$ cat config.mk
export PLATFORM = sky130hd
export DESIGN_NAME = serial_adder_ctrl
export DESIGN_NICKNAME = d
export VERILOG_FILES = /design/src/rtl/adder_pkg.sv /design/src/rtl/full_adder_bit.sv /design/src/rtl/serial_adder_ctrl.sv
export SDC_FILE = /design/constraint.sdc
export NUM_CORES = 1
export LEC_CHECK = 0
export CAP_MARGIN = 20
export CORE_MARGIN = 2
export CORE_UTILIZATION = 30
export CTS_CLUSTER_DIAMETER = 40
export CTS_CLUSTER_SIZE = 16
export DETAILED_ROUTE_END_ITERATION = 10
export GPL_ROUTABILITY_DRIVEN = 0
export RECOVER_POWER = 25
export SLEW_MARGIN = 0
export SYNTH_ARGS = -nofsm -noshare
export SYNTH_HDL_FRONTEND = slang
export SYNTH_HIERARCHICAL = 1
export SYNTH_SLANG_ARGS = --single-unit
$ cat constraint.sdc
create_clock -name clk -period 1.2 [get_ports clk]
set_input_delay 0.36 -clock clk [delete_from_list [all_inputs] [get_ports clk]]
set_output_delay 0.36 -clock clk [all_outputs]
set_load 0.005 [all_outputs]
$ cat src/rtl/adder_pkg.sv
// Shared definitions for the serial adder family: FSM state encoding and width limits.
package adder_pkg;

  typedef enum logic [1:0] {
    IDLE = 2'b00,
    RUN  = 2'b01,
    DONE = 2'b10
  } state_e;

  localparam int MAX_WIDTH = 32;

endpackage

$ cat src/rtl/full_adder_bit.sv
// Combinational 1-bit full adder: two half-adder stages with the stage carries ORed.
module full_adder_bit (
  input  logic a_i,
  input  logic b_i,
  input  logic c_i,
  output logic s_o,
  output logic c_o
);

  logic ha0_s;
  logic ha0_c;
  logic ha1_c;

  assign ha0_s = a_i ^ b_i;
  assign ha0_c = a_i & b_i;
  assign s_o   = ha0_s ^ c_i;
  assign ha1_c = ha0_s & c_i;
  assign c_o   = ha0_c | ha1_c;

endmodule

$ cat src/rtl/serial_adder_ctrl.sv
// Bit-serial adder: {cout,sum} = a + b + cin over WIDTH cycles, LSB first.
// Start to done is WIDTH+1 cycles; start is ignored while busy.
module serial_adder_ctrl #(
  parameter int WIDTH = 8
) (
  input  logic             clk,
  input  logic             rst,
  input  logic             start,
  input  logic [WIDTH-1:0] a,
  input  logic [WIDTH-1:0] b,
  input  logic             cin,
  output logic             busy,
  output logic             done,
  output logic [WIDTH-1:0] sum,
  output logic             cout
);

  import adder_pkg::*;

  localparam int              CNT_W    = $clog2(WIDTH);
  localparam logic [CNT_W-1:0] CNT_LAST = CNT_W'(WIDTH - 1);
  localparam logic [CNT_W-1:0] CNT_ONE  = CNT_W'(1);

  generate
    if (WIDTH < 2 || WIDTH > MAX_WIDTH) begin : g_bad_width
      $error("serial_adder_ctrl: WIDTH out of range 2..32");
    end
  endgenerate

  state_e           state_q;
  logic [CNT_W-1:0] cnt_q;
  logic [WIDTH-1:0] a_sh_q;
  logic [WIDTH-1:0] b_sh_q;
  logic [WIDTH-1:0] acc_q;
  logic             carry_q;
  logic [WIDTH-1:0] sum_q;
  logic             cout_q;
  logic             busy_q;
  logic             done_q;

  logic             fa_sum;
  logic             fa_cout;
  logic [WIDTH-1:0] a_sh_d;
  logic [WIDTH-1:0] b_sh_d;
  logic [WIDTH-1:0] acc_d;

  full_adder_bit u_fa (
    .a_i (a_sh_q[0]),
    .b_i (b_sh_q[0]),
    .c_i (carry_q),
    .s_o (fa_sum),
    .c_o (fa_cout)
  );

  // The accumulator fills from the MSB so after WIDTH shifts bit 0 lands at sum[0].
  assign a_sh_d = {1'b0, a_sh_q[WIDTH-1:1]};
  assign b_sh_d = {1'b0, b_sh_q[WIDTH-1:1]};
  assign acc_d  = {fa_sum, acc_q[WIDTH-1:1]};

  always_ff @(posedge clk) begin
    if (rst) begin
      state_q <= IDLE;
      cnt_q   <= '0;
      a_sh_q  <= '0;
      b_sh_q  <= '0;
      acc_q   <= '0;
      carry_q <= 1'b0;
      sum_q   <= '0;
      cout_q  <= 1'b0;
      busy_q  <= 1'b0;
      done_q  <= 1'b0;
    end else begin
      done_q <= 1'b0;
      unique case (state_q)
        IDLE, DONE: begin
          if (start) begin
            a_sh_q  <= a;
            b_sh_q  <= b;
            carry_q <= cin;
            acc_q   <= '0;
            cnt_q   <= '0;
            busy_q  <= 1'b1;
            state_q <= RUN;
          end else begin
            state_q <= IDLE;
          end
        end
        RUN: begin
          a_sh_q  <= a_sh_d;
          b_sh_q  <= b_sh_d;
          acc_q   <= acc_d;
          carry_q <= fa_cout;
          if (cnt_q == CNT_LAST) begin
            sum_q   <= acc_d;
            cout_q  <= fa_cout;
            busy_q  <= 1'b0;
            done_q  <= 1'b1;
            state_q <= DONE;
          end else begin
            cnt_q <= cnt_q + CNT_ONE;
          end
        end
        default: begin
          busy_q  <= 1'b0;
          state_q <= IDLE;
        end
      endcase
    end
  end

  assign busy = busy_q;
  assign done = done_q;
  assign sum  = sum_q;
  assign cout = cout_q;

endmodule

==> results.md, run 1 <==
- Most common cell after layout, fill and taps aside: nand2_1
- Htree depth: 2
- Unique masters post-synth: 20
- Tot GR Track Use: 12.8%
- Die width: 79.1 um
- Worst setup EP type: flip-flop
- Slowest CP cell: dfxtp_2
- Synth Net Count: 221
- P_int: 2250 uW
- Startpoint types: flip-flop
- Largest net degree at the start of global routing: 41
- Critical Path RT: 1.37 ns
- Top Metal Used: met4
- Met2 routed WL: 1740 um
- Syn Area/Cell: 8.58 um^2
- GRT overflow: 0
- Area grow syn2layout: 39.9%
- Global-route wire length before repair: 6390 um
- M1 WL: 1970 um
- Sequential element share of the synthesized area: 47.4%
- Root Buffer: clkbuf_8
- Worst slew margin: 84.4%
- Dpl ws: -0.440 ns
- Worst Path Max Fanout: 6
- F_max: 791 MHz
- Net Sw Frac: 25.0%
- Fin. max-slew vios: 0
- Clock Latency Late Sink: 0.29 ns
- Vias: 1493
- Pleak: 0.000884 uW
- CP top delay family: flip-flops
- Net Switching: 751 uW
- Clock skew: 0.00763 ns
- Setup repair after global routing missed its margin: true
- Clock slew seen by the registers of the worst setup and hold paths: 0.09 ns
- Worst Hold Class: flip-flop to flip-flop
- PD cells: 1270 nW/um^2
- CORE AREA: 5470 um^2
- PortBufs: 30
- CTS Buf Count: 5
- Final #Nets: 265
- YS warnings: 6
- CTS sink count: 40
- Dpl hpwl: 2210 um
- Share of cells above drive strength 1: 27.7%
- Met3 WL: 179 um
- CP dominant cell by count: ha_4
- CTS tree: yes
- Wire per inst: 12.4 um
- Final worst setup slack: -0.0637 ns
- Drt total wl: 3900 um
- Status: finished with violations
- CP Cell Sequence: ha_4 -> ha_4 -> nor3b_2 -> buf_4 -> nand3b_1 -> a21oi_1
- Max VDD drop: 0.000781 V
- Die H: 79.1 um
- CP max stage delay: 0.35 ns
- Gate power share: 14.7%
- Fin. Hold Viols: 0
- WP data arrival: 1.44 ns
- Total of max-cap violations: 0
- # DRC: 0
- Clock share of power: 37.4%
- Failing checks: negative setup slack
- Die area: 6250 um^2
- I/O pin total: 31
- Tmin final: 1.26 ns
- Worst Path Buf+Inv: 1
- Drt first pass iters: 4
- Vias in the first global route: 1392
- Num rows: 27
- Initial antenna violation count: 0
- Final Setup Violations: 4
- Fin crit share: 105%
- Routed Antenna Nets: 0
- Starting Density: 30.9%
- Clock buffer depth: 2
- Setup TNS: -0.161 ns
- Commonest non-fill, non-tap cells in the layout: nand2_1 (50), dfxtp_1 (32), a21oi_1 (21), nand3_1 (18), clkdlybuf4s50_1 (18)
- Kind of critical path: flip-flop to flip-flop
- Final core occ: 43.2%
- Vias per cell: 4.75
- Initial DRC Count: 88
- Mapped Cells: 197
- Worst slew pin tran: 0.234 ns
- FF+latch count, synth: 40
- Seq pwr share: 47.9%
- Synthesized cell area: 1690 um^2
- Antenna cells: 0
## repair_timing
item                                    in CTS  in global routing
gates cloned                                 2                  2
hold buffers                                 0                  0
resized for setup                           47                 23
hold endpoints to repair                     0                  0
endpoints found under the setup margin      29                 40
setup buffers                                3                  4
pin swaps                                    3                  4
## final timing paths
kind,startpoint,endpoint,slack (ns),cells after the start
setup / recovery,cnt_q[0],cnt_q[1],-0.06,6
hold / removal,sum[5],sum[5],0.46,2
setup reg to reg,cnt_q[0],cnt_q[1],-0.06,6
hold reg to reg,sum[5],sum[5],0.46,2
## Yosys cell counts (all sizes together)
master / count / area share, %
nand2: 50 / 11
ha: 3 / 2.2
nor2b: 2 / 0.74
buf: 13 / 5.3
nand3: 18 / 5.3
dfxtp: 40 / 47
a21oi: 22 / 6.5
nor3b: 3 / 1.6
nand2b: 3 / 1.1
clkbuf: 4 / 0.89
nand3b: 4 / 1.8
nor2: 17 / 3.8
o21a: 1 / 0.44
a311oi: 15 / 10
fa: 1 / 1.2
o21ai: 1 / 0.30
## sequential cells by signal, summed over array words and instances, names as in the netlist, 2 cells and up
register / count
state_q: 2
sum: 8
acc_q: 7
b_sh_q: 8
a_sh_q: 8
cnt_q: 3
## layout make-up
| cell class | count | area (um^2) |
|---|---|---|
| Fill cell | 569 | 3110 |
| Tap cell | 72 | 90.1 |
| Timing Repair Buffer | 54 | 495 |
| Clock buffer | 5 | 68.8 |
| Multi-Input combinational cell | 140 | 851 |
| Sequential cell | 40 | 813 |
| Clock inverter | 3 | 46.3 |
## through the flow
stage                     hold WS (ns)  cells  area, um^2  total power, uW
after floorplan                  0.445    197        1720             1710
after global placement           0.448    295        2150             1860
after detailed placement         0.452    295        2150             1860
after CTS                        0.462    308        2340             3010
after global routing             0.472    314        2360             3150
final                            0.461    314        2360             3000
## power groups by stage
stage                     clock [uW]  sequential (uW)  combinational, uW
after global placement             0             1470                391
after detailed placement           0             1460                397
final                           1120             1440                440
after global routing            1210             1450                489
after floorplan                    0             1460                253
after CTS                       1150             1440                428
## routing by layer
metal  up-vias  GRT usage (%)
li1        760              -
met1       702           17.5
met2        29           19.7
met3         2           3.98
met4         0           3.10
met5         -              0
## tightest hold or removal path, stage by stage (launching register included)
cell and delay, ns:
dfxtp_2 0.33, nand2_1 0.05, a21oi_1 0.05
## cells by family after synthesis
logic type	count (synthesis)	synth area share, %
AOI/OAI and AO/OA	39	17.6
and+or+nand+nor	97	25.5
buffers and inverters	17	6.14
DFF	40	47.4
adders and majority gates	4	3.41
(Power assumes the default switching activity.)
==> run 2: changes to the inputs <==
--- a/config.mk
+++ b/config.mk
@@ -12,7 +12,9 @@
 export CTS_CLUSTER_SIZE = 16
 export DETAILED_ROUTE_END_ITERATION = 10
 export GPL_ROUTABILITY_DRIVEN = 0
+export PLACE_DENSITY = 0.53
 export RECOVER_POWER = 25
+export SETUP_SLACK_MARGIN = 0.1
 export SLEW_MARGIN = 0
 export SYNTH_ARGS = -nofsm -noshare
 export SYNTH_HDL_FRONTEND = slang
==> run 2 against run 1 <==
  * The run still ends with negative setup slack left
  * Sequential share of layout area shrank 5.1 points
  * Clock power decreased by 24%
  * Register-to-register slack improved by 0.03 ns
  * Global-route usage grew 1.7 points
  * Power decreased by 1.6%
  * Sequential power barely moved
  * Maximum frequency is 2.6% higher
  * Design area increased by 18%
  * Die area is the same
==> results.md, run 2 (synthesis results as in run 1) <==
- Status: finished with violations
- Failing checks: negative setup slack
- Root Buffer: clkbuf_8
- F_max: 812 MHz (+2.6%)
- PortBufs: 30 (unchanged)
- Fin. Hold Viols: 0 (unchanged)
- Drt first pass iters: 6 (+2)
- Tot Pwr: 2950 uW (-1.6%)
- Num rows: 27 (unchanged)
- Critical Path RT: 1.38 ns (about the same)
- Most common cell after layout, fill and taps aside: nand2_1
- Htree depth: 2 (unchanged)
- Worst Setup SP: cnt_q[0]
- Hold WS: 0.457 ns (-0.00383 ns)
- Dpl ws: -0.460 ns (-0.0205 ns)
- Dpl hpwl: 2340 um (+5.8%)
- Placed insts: 295 (unchanged)
- Max VDD drop: 0.000500 V (-36%)
- Starting Density: 30.9% (unchanged)
- Fin crit share: 103% (-2.7 points)
- Drt total wl: 4390 um (+13%)
- Clock Latency Late Sink: 0.29 ns (about the same)
- GRT overflow: 0 (unchanged)
- Worst R2R End: cnt_q[1]
- Vias in the first global route: 1527 (+9.7%)
- Fin. max-slew vios: 0 (unchanged)
- Setup TNS: -0.122 ns (+0.0387 ns)
- Seq pwr share: 48.8% (+0.9 points)
- WP data arrival: 1.41 ns (-0.03 ns)
- FILL cells: 527 (-7.4%)
- Vias: 1573 (+5.4%)
- Reg2Reg Setup Slack: -0.03 ns (+0.03 ns)
- Clock slew seen by the registers of the worst setup and hold paths: 0.07 ns (-0.02 ns)
- P_int: 2160 uW (-3.9%)
- Clock buffer depth: 2 (unchanged)
- Net Switching: 791 uW (+5.4%)
- Critical path endpoint: cnt_q[1]
- CTS sink count: 40 (unchanged)
- # DRC: 0 (unchanged)
- Worst Path Max Fanout: 6 (unchanged)
- Vias per cell: 4.83 (+1.5%)
- Initial DRC Count: 66 (-25%)
- Clock share of power: 28.8% (-8.6 points)
- Pleak: 0.00105 uW (+19%)
- Global-route wire length before repair: 7020 um (+9.9%)
- Final #Nets: 278 (+4.9%)
- WHS Path Cells: 2 (unchanged)
- Reg2reg path depth: 6 (unchanged)
- Setup repair after global routing missed its margin: true
- I/O pin total: 31 (unchanged)
- Kind of critical path: flip-flop to flip-flop
- Largest net degree at the start of global routing: 23 (-44%)
- PD cells: 1060 nW/um^2 (-17%)
- Reg2Reg Launch Point: cnt_q[0]
- Tmin final: 1.23 ns (-0.0325 ns)
- Commonest non-fill, non-tap cells in the layout: nand2_1 (29), dfxtp_1 (28), nand2_2 (19), buf_6 (19)
- Worst slew pin tran: 0.213 ns (-0.0212 ns)
- Tot GR Track Use: 14.5% (+1.7 points)
- Worst setup EP type: flip-flop
- Gate power share: 22.3% (+7.6 points)
- Wire per inst: 13.5 um (+8.4%)
- Startpoint types: flip-flop
- Antenna cells: 0 (unchanged)
- Die area: 6250 um^2 (unchanged)
- CTS tree: yes
- Total of max-cap violations: 0 (unchanged)
- Area grow syn2layout: 65.7%
- Initial antenna violation count: 0 (unchanged)
- Worst slew margin: 85.8% (+1.4 points)
- CORE AREA: 5470 um^2 (unchanged)
- Share of cells above drive strength 1: 49.6% (+22 points)
- Die H: 79.1 um (unchanged)
- Fin cells: 326 (+3.8%)
- Die width: 79.1 um (unchanged)
- Net Sw Frac: 26.8% (+1.8 points)
- CTS Buf Count: 5 (unchanged)
- Final Setup Violations: 7 (+3)
- Final worst setup slack: -0.0313 ns (+0.0325 ns)
- Routed Antenna Nets: 0 (unchanged)
- Clock skew: 0.00532 ns (-0.00230 ns)
- Worst Hold Class: flip-flop to flip-flop
==> run 2: cell type report <==
type | instances | area (um^2) | area share, %
multi-input cells | 140 | 1030 | 36.6
clock inverters | 1 | 5.00 | 0.179
repair buffers | 67 | 786 | 28.1
clock buffers | 6 | 72.6 | 2.59
flip-flops and latches | 40 | 821 | 29.3
well taps | 72 | 90.1 | 3.22
==> run 2: worst min-delay path by stage <==
stage              from       end  slack, ns
6_report         sum[3]    sum[3]       0.46
5_1_grt          sum[3]    sum[3]       0.47
4_1_cts          sum[2]    sum[2]       0.45
3_5_place_dp     sum[6]    sum[6]       0.45
3_3_place_gp     sum[6]    sum[6]       0.45
2_1_floorplan  acc_q[2]  acc_q[1]       0.45
==> run 2: metal layers <==
layer / vias up / global-route usage, % / part of all wire, %
met3: 9 / 3.52 / 3.4
li1: 796 / - / -
met5: - / 0 / 0
met1: 745 / 18.2 / 47
met2: 23 / 23.2 / 47
met4: 0 / 6.72 / 2.3
==> run 2: power groups by stage <==
stage	clock network [uW]	logic, uW	registers [uW]
2_1_floorplan	0	261	1460
3_3_place_gp	0	396	1470
3_5_place_dp	0	398	1470
4_1_cts	868	584	1440
5_1_grt	927	704	1450
6_report	852	660	1440
==> run 2: worst max-delay path: stages, from the launching register on <==
cell,delay (ns)
dfxtp_2,0.34
ha_4,0.16
ha_4,0.16
nor3b_2,0.14
buf_4,0.15
nand3b_1,0.10
a21oi_1,0.07
==> run 2: metrics by stage <==
step           util (%)  cell area, um^2
2_1_floorplan         -             1750
3_5_place_dp       39.4             2160
3_3_place_gp       39.4             2160
4_1_cts            47.0             2570
5_1_grt            51.2             2800
6_report           51.2             2800
==> run 2: repair_timing <==
action / in CTS / in global routing
pin swaps: 26 / 21
setup buffers: 11 / 7
hold buffers: 0 / 0
endpoints found under the setup margin: 49 / 50
cloned: 6 / 2
resized for setup: 99 / 44
